File: src/rtl/channel_seq_pkg.sv
// Shared definitions for the tracker channel sequencer.
//   - seq_state_t : sequencer FSM states
//   - row field bit positions for the 32-bit pattern row
//   - note / effect / volume constants
//   - BASE_FCW    : octave-7 phase increments, 32-bit phase, 50 MHz system clock
package channel_seq_pkg;

  typedef enum logic [1:0] {
    ST_IDLE  = 2'd0,
    ST_FETCH = 2'd1,
    ST_APPLY = 2'd2,
    ST_RUN   = 2'd3
  } seq_state_t;

  localparam int NOTE_MSB      = 31;
  localparam int NOTE_LSB      = 24;
  localparam int VOL_VALID_BIT = 23;
  localparam int VOLUME_MSB    = 21;
  localparam int VOLUME_LSB    = 16;
  localparam int EFFECT_MSB    = 15;
  localparam int EFFECT_LSB    = 8;
  localparam int PARAM_MSB     = 7;
  localparam int PARAM_LSB     = 0;

  localparam logic [7:0] NOTE_OFF      = 8'hFF;
  localparam logic [7:0] NOTE_MAX      = 8'd96;
  localparam logic [7:0] EFF_VOL_SLIDE = 8'h0A;
  localparam logic [5:0] VOL_MAX       = 6'd63;

  // C7 .. B7, fcw = f * 2^32 / 50 MHz
  localparam logic [31:0] BASE_FCW [12] = '{
    32'd179788, 32'd190478, 32'd201805, 32'd213805,
    32'd226518, 32'd239988, 32'd254258, 32'd269377,
    32'd285395, 32'd302366, 32'd320345, 32'd339394
  };

endpackage

File: src/rtl/channel_sequencer_note_to_fcw.sv
// Combinational note-number to DDS frequency-word lookup.
//   note : tracker note, 1..96 valid (1 = C0, 96 = B7)
//   fcw  : phase increment; 0 for any out-of-range note
module note_to_fcw #(
  parameter int PHASE_WIDTH = 32
) (
  input  logic [7:0]             note,
  output logic [PHASE_WIDTH-1:0] fcw
);
  import channel_seq_pkg::*;

  logic [7:0]  n;
  logic [3:0]  oct;
  logic [3:0]  semi;
  logic [31:0] base;

  // Lower octaves are the octave-7 table halved once per octave down.
  always_comb begin
    n    = note - 8'd1;
    oct  = 4'(n / 8'd12);
    semi = 4'(n % 8'd12);
    base = BASE_FCW[semi];
    fcw  = '0;
    if (note != 8'd0 && note <= NOTE_MAX)
      fcw = PHASE_WIDTH'(base >> (4'd7 - oct));
  end

endmodule

File: src/rtl/channel_sequencer.sv
// Tracker row sequencer for one DDS voice.
// Fetches a pattern row over a req/valid handshake, decodes note/volume/effect,
// drives freq_word/vol, and advances rows every `speed` tracker ticks.
//   clk, rst_active_low        : clock, async active-low reset
//   start, stop                : play from row 0 / halt and mute (stop wins)
//   tick_strobe                : tracker tick
//   speed, last_row            : ticks per row (0 acts as 1), wrap row
//   row_req/row_addr           : row read request and address
//   row_valid/row_data         : row read response
//   freq_word, vol, note_trig  : voice controls
//   playing, cur_row           : status
//   tick_overrun               : sticky dropped-tick flag, cleared by start
module channel_sequencer #(
  parameter int PHASE_WIDTH    = 32,
  parameter int ROW_ADDR_WIDTH = 6
) (
  input  logic                      clk,
  input  logic                      rst_active_low,
  input  logic                      start,
  input  logic                      stop,
  input  logic                      tick_strobe,
  input  logic [4:0]                speed,
  input  logic [ROW_ADDR_WIDTH-1:0] last_row,
  output logic                      row_req,
  output logic [ROW_ADDR_WIDTH-1:0] row_addr,
  input  logic                      row_valid,
  input  logic [31:0]               row_data,
  output logic [PHASE_WIDTH-1:0]    freq_word,
  output logic [5:0]                vol,
  output logic                      note_trig,
  output logic                      playing,
  output logic [ROW_ADDR_WIDTH-1:0] cur_row,
  output logic                      tick_overrun
);
  import channel_seq_pkg::*;

  function automatic logic [5:0] vol_slide_sat(input logic [5:0] cur, input logic [7:0] prm);
    logic signed [7:0] sum;
    sum = $signed({2'b00, cur}) + $signed({4'b0000, prm[7:4]}) - $signed({4'b0000, prm[3:0]});
    if (sum < 8'sd0)
      return 6'd0;
    else if (sum > $signed({2'b00, VOL_MAX}))
      return VOL_MAX;
    else
      return sum[5:0];
  endfunction

  seq_state_t                state, state_nxt;
  logic                      row_req_nxt, trig_nxt, ovr_nxt;
  logic [ROW_ADDR_WIDTH-1:0] row_addr_nxt, cur_row_nxt, adv_row;
  logic [PHASE_WIDTH-1:0]    freq_nxt, fcw_lookup;
  logic [5:0]                vol_nxt;
  logic [4:0]                tick_cnt, tick_cnt_nxt;
  logic                      tick_pending, pend_nxt;
  logic                      capture, latch_fx;

  logic [7:0]                note_p0;
  logic                      vv_p0;
  logic [5:0]                volume_p0;
  logic [7:0]                effect_p0, param_p0;
  logic [4:0]                speed_eff;
  logic [ROW_ADDR_WIDTH-1:0] last_eff;
  logic [7:0]                effect, param;

  logic unused_bits;
  assign unused_bits = row_data[22];

  note_to_fcw #(.PHASE_WIDTH(PHASE_WIDTH)) u_fcw (
    .note (note_p0),
    .fcw  (fcw_lookup)
  );

  assign adv_row = (cur_row == last_eff) ? '0 : cur_row + 1'b1;

  always_comb begin
    state_nxt    = state;
    row_req_nxt  = row_req;
    row_addr_nxt = row_addr;
    cur_row_nxt  = cur_row;
    freq_nxt     = freq_word;
    vol_nxt      = vol;
    trig_nxt     = 1'b0;
    ovr_nxt      = tick_overrun;
    tick_cnt_nxt = tick_cnt;
    pend_nxt     = tick_pending;
    capture      = 1'b0;
    latch_fx     = 1'b0;
    if (stop) begin
      state_nxt   = ST_IDLE;
      row_req_nxt = 1'b0;
      vol_nxt     = 6'd0;
      pend_nxt    = 1'b0;
    end else if (start) begin
      state_nxt    = ST_FETCH;
      row_req_nxt  = 1'b1;
      row_addr_nxt = '0;
      cur_row_nxt  = '0;
      tick_cnt_nxt = 5'd0;
      ovr_nxt      = 1'b0;
      pend_nxt     = 1'b0;
    end else begin
      // Ticks arriving while a row is in flight are held one deep.
      if ((state == ST_FETCH || state == ST_APPLY) && tick_strobe) begin
        if (tick_pending)
          ovr_nxt = 1'b1;
        else
          pend_nxt = 1'b1;
      end
      case (state)
        ST_FETCH: begin
          if (row_req && row_valid) begin
            capture     = 1'b1;
            row_req_nxt = 1'b0;
            state_nxt   = ST_APPLY;
          end
        end
        ST_APPLY: begin
          latch_fx = 1'b1;
          if (note_p0 != 8'd0 && note_p0 <= NOTE_MAX) begin
            freq_nxt = fcw_lookup;
            trig_nxt = 1'b1;
            vol_nxt  = vv_p0 ? volume_p0 : VOL_MAX;
          end else if (note_p0 == NOTE_OFF) begin
            vol_nxt = 6'd0;
          end else if (vv_p0) begin
            vol_nxt = volume_p0;
          end
          state_nxt = ST_RUN;
        end
        ST_RUN: begin
          if (tick_strobe || tick_pending) begin
            // A fresh strobe alongside a pending tick stays queued.
            pend_nxt = tick_pending && tick_strobe;
            if (tick_cnt == speed_eff - 5'd1) begin
              tick_cnt_nxt = 5'd0;
              cur_row_nxt  = adv_row;
              row_addr_nxt = adv_row;
              row_req_nxt  = 1'b1;
              state_nxt    = ST_FETCH;
            end else begin
              tick_cnt_nxt = tick_cnt + 5'd1;
              if (effect == EFF_VOL_SLIDE)
                vol_nxt = vol_slide_sat(vol, param);
            end
          end
        end
        default: ;
      endcase
    end
  end

  always_ff @(posedge clk or negedge rst_active_low) begin
    if (!rst_active_low) begin
      state        <= ST_IDLE;
      row_req      <= 1'b0;
      row_addr     <= '0;
      cur_row      <= '0;
      freq_word    <= '0;
      vol          <= 6'd0;
      note_trig    <= 1'b0;
      playing      <= 1'b0;
      tick_overrun <= 1'b0;
      tick_cnt     <= 5'd0;
      tick_pending <= 1'b0;
    end else begin
      state        <= state_nxt;
      row_req      <= row_req_nxt;
      row_addr     <= row_addr_nxt;
      cur_row      <= cur_row_nxt;
      freq_word    <= freq_nxt;
      vol          <= vol_nxt;
      note_trig    <= trig_nxt;
      playing      <= (state_nxt != ST_IDLE);
      tick_overrun <= ovr_nxt;
      tick_cnt     <= tick_cnt_nxt;
      tick_pending <= pend_nxt;
    end
  end

  // Stage p0: row fields and per-row settings captured on the fetch response
  always_ff @(posedge clk) begin
    if (capture) begin
      note_p0   <= row_data[NOTE_MSB:NOTE_LSB];
      vv_p0     <= row_data[VOL_VALID_BIT];
      volume_p0 <= row_data[VOLUME_MSB:VOLUME_LSB];
      effect_p0 <= row_data[EFFECT_MSB:EFFECT_LSB];
      param_p0  <= row_data[PARAM_MSB:PARAM_LSB];
      speed_eff <= (speed == 5'd0) ? 5'd1 : speed;
      last_eff  <= last_row;
    end
    // Stage p1: effect becomes active for the ticks of this row
    if (latch_fx) begin
      effect <= effect_p0;
      param  <= param_p0;
    end
  end

endmodule
File: config.mk
export PLATFORM = sky130hd
export DESIGN_NAME = channel_sequencer
export DESIGN_NICKNAME = d
export VERILOG_FILES = /design/src/rtl/channel_seq_pkg.sv /design/src/rtl/channel_sequencer_note_to_fcw.sv /design/src/rtl/channel_sequencer.sv
export SDC_FILE = /design/constraint.sdc
export NUM_CORES = 1
export LEC_CHECK = 0
export BUFFER_PORTS_ARGS = -buffer_cell sky130_fd_sc_hd__buf_2
export CAP_MARGIN = 10
export CORE_ASPECT_RATIO = 1.1
export CORE_UTILIZATION = 39
export CTS_CLUSTER_DIAMETER = 60
export DETAILED_ROUTE_END_ITERATION = 10
export PLACE_DENSITY = 0.7
export SLEW_MARGIN = 20
export SYNTH_ARGS = -nofsm -noshare
export SYNTH_HDL_FRONTEND = slang
export SYNTH_SLANG_ARGS = --single-unit
File: constraint.sdc
create_clock -name clk -period 4.2 [get_ports clk]
set_clock_uncertainty 0.05 [all_clocks]
set_input_delay 0.63 -clock clk [delete_from_list [all_inputs] [get_ports clk]]
set_output_delay 0.63 -clock clk [all_outputs]
set_load 0.01 [all_outputs]
==> flow_summary_export.csv <==
group,metric,value,unit
run_status,outcome,"complete, no violations",
die,coreArea,0.0184,mm2
worst_setup_path,cp_data_arrival_time,4130,ps
die,die_w,133,um
die,start_util,0.397,
global_routing,grt_first_pass_wirelength,32600,um
yosys,synthesis.area,0.00732,mm2
finish,fill_cells,1788,
cts,cts.sinks,101,
timing,finalCritPeriodShare,0.942,
yosys,yosysMostFrequentCell,"nor2_1",
finish,multiInputGateArea,0.00402,mm2
cts,cts-hold-fix-buffers,0,
global_routing,grt_use_met3,0.0359,
finish,area_growth,14.9,%
worst_setup_path,worstPathRequired,4370,ps
yosys,synth_seq_cells,101,
global_routing,grt_pass1_vias,6343,
cts,clkTransAtPathRegs,70,ps
timing,worst_pin_slew,1030,ps
global_routing,grt_busiest_layer,"met2",
finish,drive_gt1_frac,0.218,
die,die_area,0.0193,mm2
cts,cts_tree,"yes",
worst_setup_path,cp-end-kind,"register",
routing,wirelength,20000,um
worst_setup_path,cp-start-kind,"register",
routing,drtIter0Drc,716,
yosys,synth_top_cell_by_area,"edfxtp_1",
placement,dp_slack,123,ps
cts,root_buffer,"clkbuf_16",
worst_setup_path,cp_max_fo,11,
pwr,irDropWorstVdd,0.000183,V
cts,cts_max_path_buffers,2,
cts,worstSkewPairLatency,350,ps
worst_setup_path,worstPathCellList,"inv_1, ha_2, or3b_4, o211a_1, nor3_2, o21a_1, o21ai_2, buf_4, a221oi_1, o2bb2ai_1, or2_0, a32oi_1, o221ai_1",
pwr,cellLeakagePower,3.48,nW
global_routing,antenna_found_initial,0,
placement,port_buffers,88,
cts,htree_num_levels,3,
flow_run,max_cap_viol_count,0,
worst_setup_path,critPathBufInv,2,
finish,fin_nets,966,
hold_path,holdCritPathClass,"in2async",
yosys,syn_area_per_cell,9.03,um2
yosys,ys_top_cells_by_area,"edfxtp_1, dfrtp_1, a21oi_1",
worst_setup_path,worst-setup-path-type,"reg2reg",
yosys,synth_top_flop_cell,"edfxtp_1",
finish,diodes,0,
cts,cts_inserted_buffers,9,
routing,drc_errors,0,
global_routing,grt_use_total,0.212,
global_routing,gr-total-overflow,0,
routing,dr.pass1.iters,5,
routing,final_antenna_net_count,0,
yosys,seq_area_frac_synth,0.385,
die,ioPinCount,103,
worst_setup_path,slowest_delay,610,ps
timing,report.final.hold_viol_count,0,
timing,setup_viol,0,
worst_setup_path,cpLargestDelayFamily,"compound AO/OA/AOI/OAI gates",
timing,worst_slack,245,ps
yosys,synth_top_area_share,0.238,
die,rows,52,
finish,seq_area,0.00282,mm2
global_routing,grt_util_met2,0.347,
timing,max-slew-margin-rel,0.309,
worst_setup_path,slowest_stage,"a221oi_1",
yosys,ys_types,96,
die,die_y,146,um
yosys,synth_commonest_cells,"nor2_1, a21oi_1, edfxtp_1",
global_routing,grt_max_degree,44,
placement,place_hpwl,14800,um
timing,max_freq,253,MHz
yosys,ys.warnings.count,0,
timing,setup_tns,0,ps
routing,num_vias,6664,
yosys,synthArstFlopShare,0.426,
timing,min_period,3960,ps
routing,vias_per_cell,5.85,
yosys,synth_cells,810,
yosys,synth_edf_count,58,
pwr,power.density,257,mW/mm2
global_routing,grt_use_met1,0.266,
timing,maxSlewViolCount,0,
placement,gp_congestion,0.929,
routing,wl_per_cell,17.5,um
## layout make-up
type / instances / share of cell area
Sequential cell: 101 / 0.335
Clock inverter: 2 / 0.00462
Timing Repair Buffer: 132 / 0.0935
Inverter: 40 / 0.0179
Clock buffer: 14 / 0.0339
Multi-Input combinational cell: 607 / 0.479
Tap cell: 243 / 0.0362
## state kept, by name (all words and copies together), names as in the netlist
name and count:
cur_row 6, effect 8, effect_p0 8, freq_word 19, last_eff 6, note_p0 8, note_trig 1, param 8
param_p0 8, playing 1, row_req 1, speed_eff 5, state 2, tick_cnt 5, tick_overrun 1, tick_pending 1
vol 6, volume_p0 6, vv_p0 1
## cells by family (layout without fill, tap and decap cells)
family	count (synthesis)	in the layout	synth area share
multiplexers	13	13	0.0181
AND/OR/NAND/NOR	260	260	0.183
AO/OA/AOI/OAI	273	273	0.263
XOR/XNOR	22	22	0.0263
adder cells (fa/ha/maj)	26	26	0.0486
buffers and inverters	114	188	0.0751
other	1	13	0.000513
flip-flops	101	101	0.385
## final timing paths
kind | startpoint | to | slack, ps | depth (start not counted)
max | note_p0[1] | freq_word[3] | 240 | 13
min | rst_active_low | tick_cnt[3] | 210 | 1
max reg2reg | note_p0[1] | freq_word[3] | 240 | 13
min reg2reg | param_p0[6] | param[6] | 370 | 0
max in group asynchronous | rst_active_low | freq_word[12] | 3490 | 1
min in group clk | param_p0[6] | param[6] | 370 | 0
## cells in the final DEF (no fill, tap or decap), types with 7 or more instances in the layout
cell	Yosys	routed
mux2i_1	11	11
edfxtp_1	58	58
xnor2_1	13	13
o21ai_1	9	9
a221oi_1	7	7
buf_2	13	87
o211ai_1	17	17
a211oi_1	19	18
conb_1	1	13
xor2_1	9	9
buf_4	24	44
nand2_1	57	57
o22ai_1	11	11
nand2b_1	13	13
o31ai_1	7	7
clkbuf_16	0	10
a31oi_1	8	8
ha_1	22	21
nor2_1	74	74
nor3_1	25	24
o21ai_0	47	47
nand3_1	22	22
inv_1	38	38
dfrtp_1	43	43
a21oi_1	61	61
## timing repair
| action | 4_1_cts | 5_1_grt |
|---|---|---|
| resized for setup | 0 | 5 |
| buffers inserted | 0 | 0 |
| setup endpoints to repair | 0 | 14 |
## through the flow
| step | instances | power [mW] | instance area, um2 | hold slack (ps) | utilization |
|---|---|---|---|---|---|
| detailed placement | 1123 | 1.28 | 8060 | 356 | 0.438 |
| global route | 1139 | 2.24 | 8400 | 259 | 0.456 |
| CTS | 1139 | 2.18 | 8380 | 369 | 0.455 |
| floorplan | 822 | 1.22 | 7370 | 284 | - |
| global placement | 1123 | 1.28 | 8060 | 353 | 0.438 |
| finish | 1139 | 2.16 | 8400 | 212 | 0.456 |
## report_power, final
part / internal, mW / leakage, nW / switching, mW / total, mW
registers: 1.06 / 1.11 / 0.0209 / 1.09
clock network: 0.533 / 0.159 / 0.359 / 0.892
logic: 0.0728 / 2.21 / 0.107 / 0.180
total: 1.67 / 3.48 / 0.487 / 2.16
## per-layer routing
| metal | wire (um) | vias up |
|---|---|---|
| met5 | 0 | - |
| met4 | 866 | 0 |
| met2 | 9610 | 278 |
| met1 | 8210 | 3167 |
| li1 | - | 3160 |
| met3 | 1280 | 59 |
(Power assumes the default switching activity.)
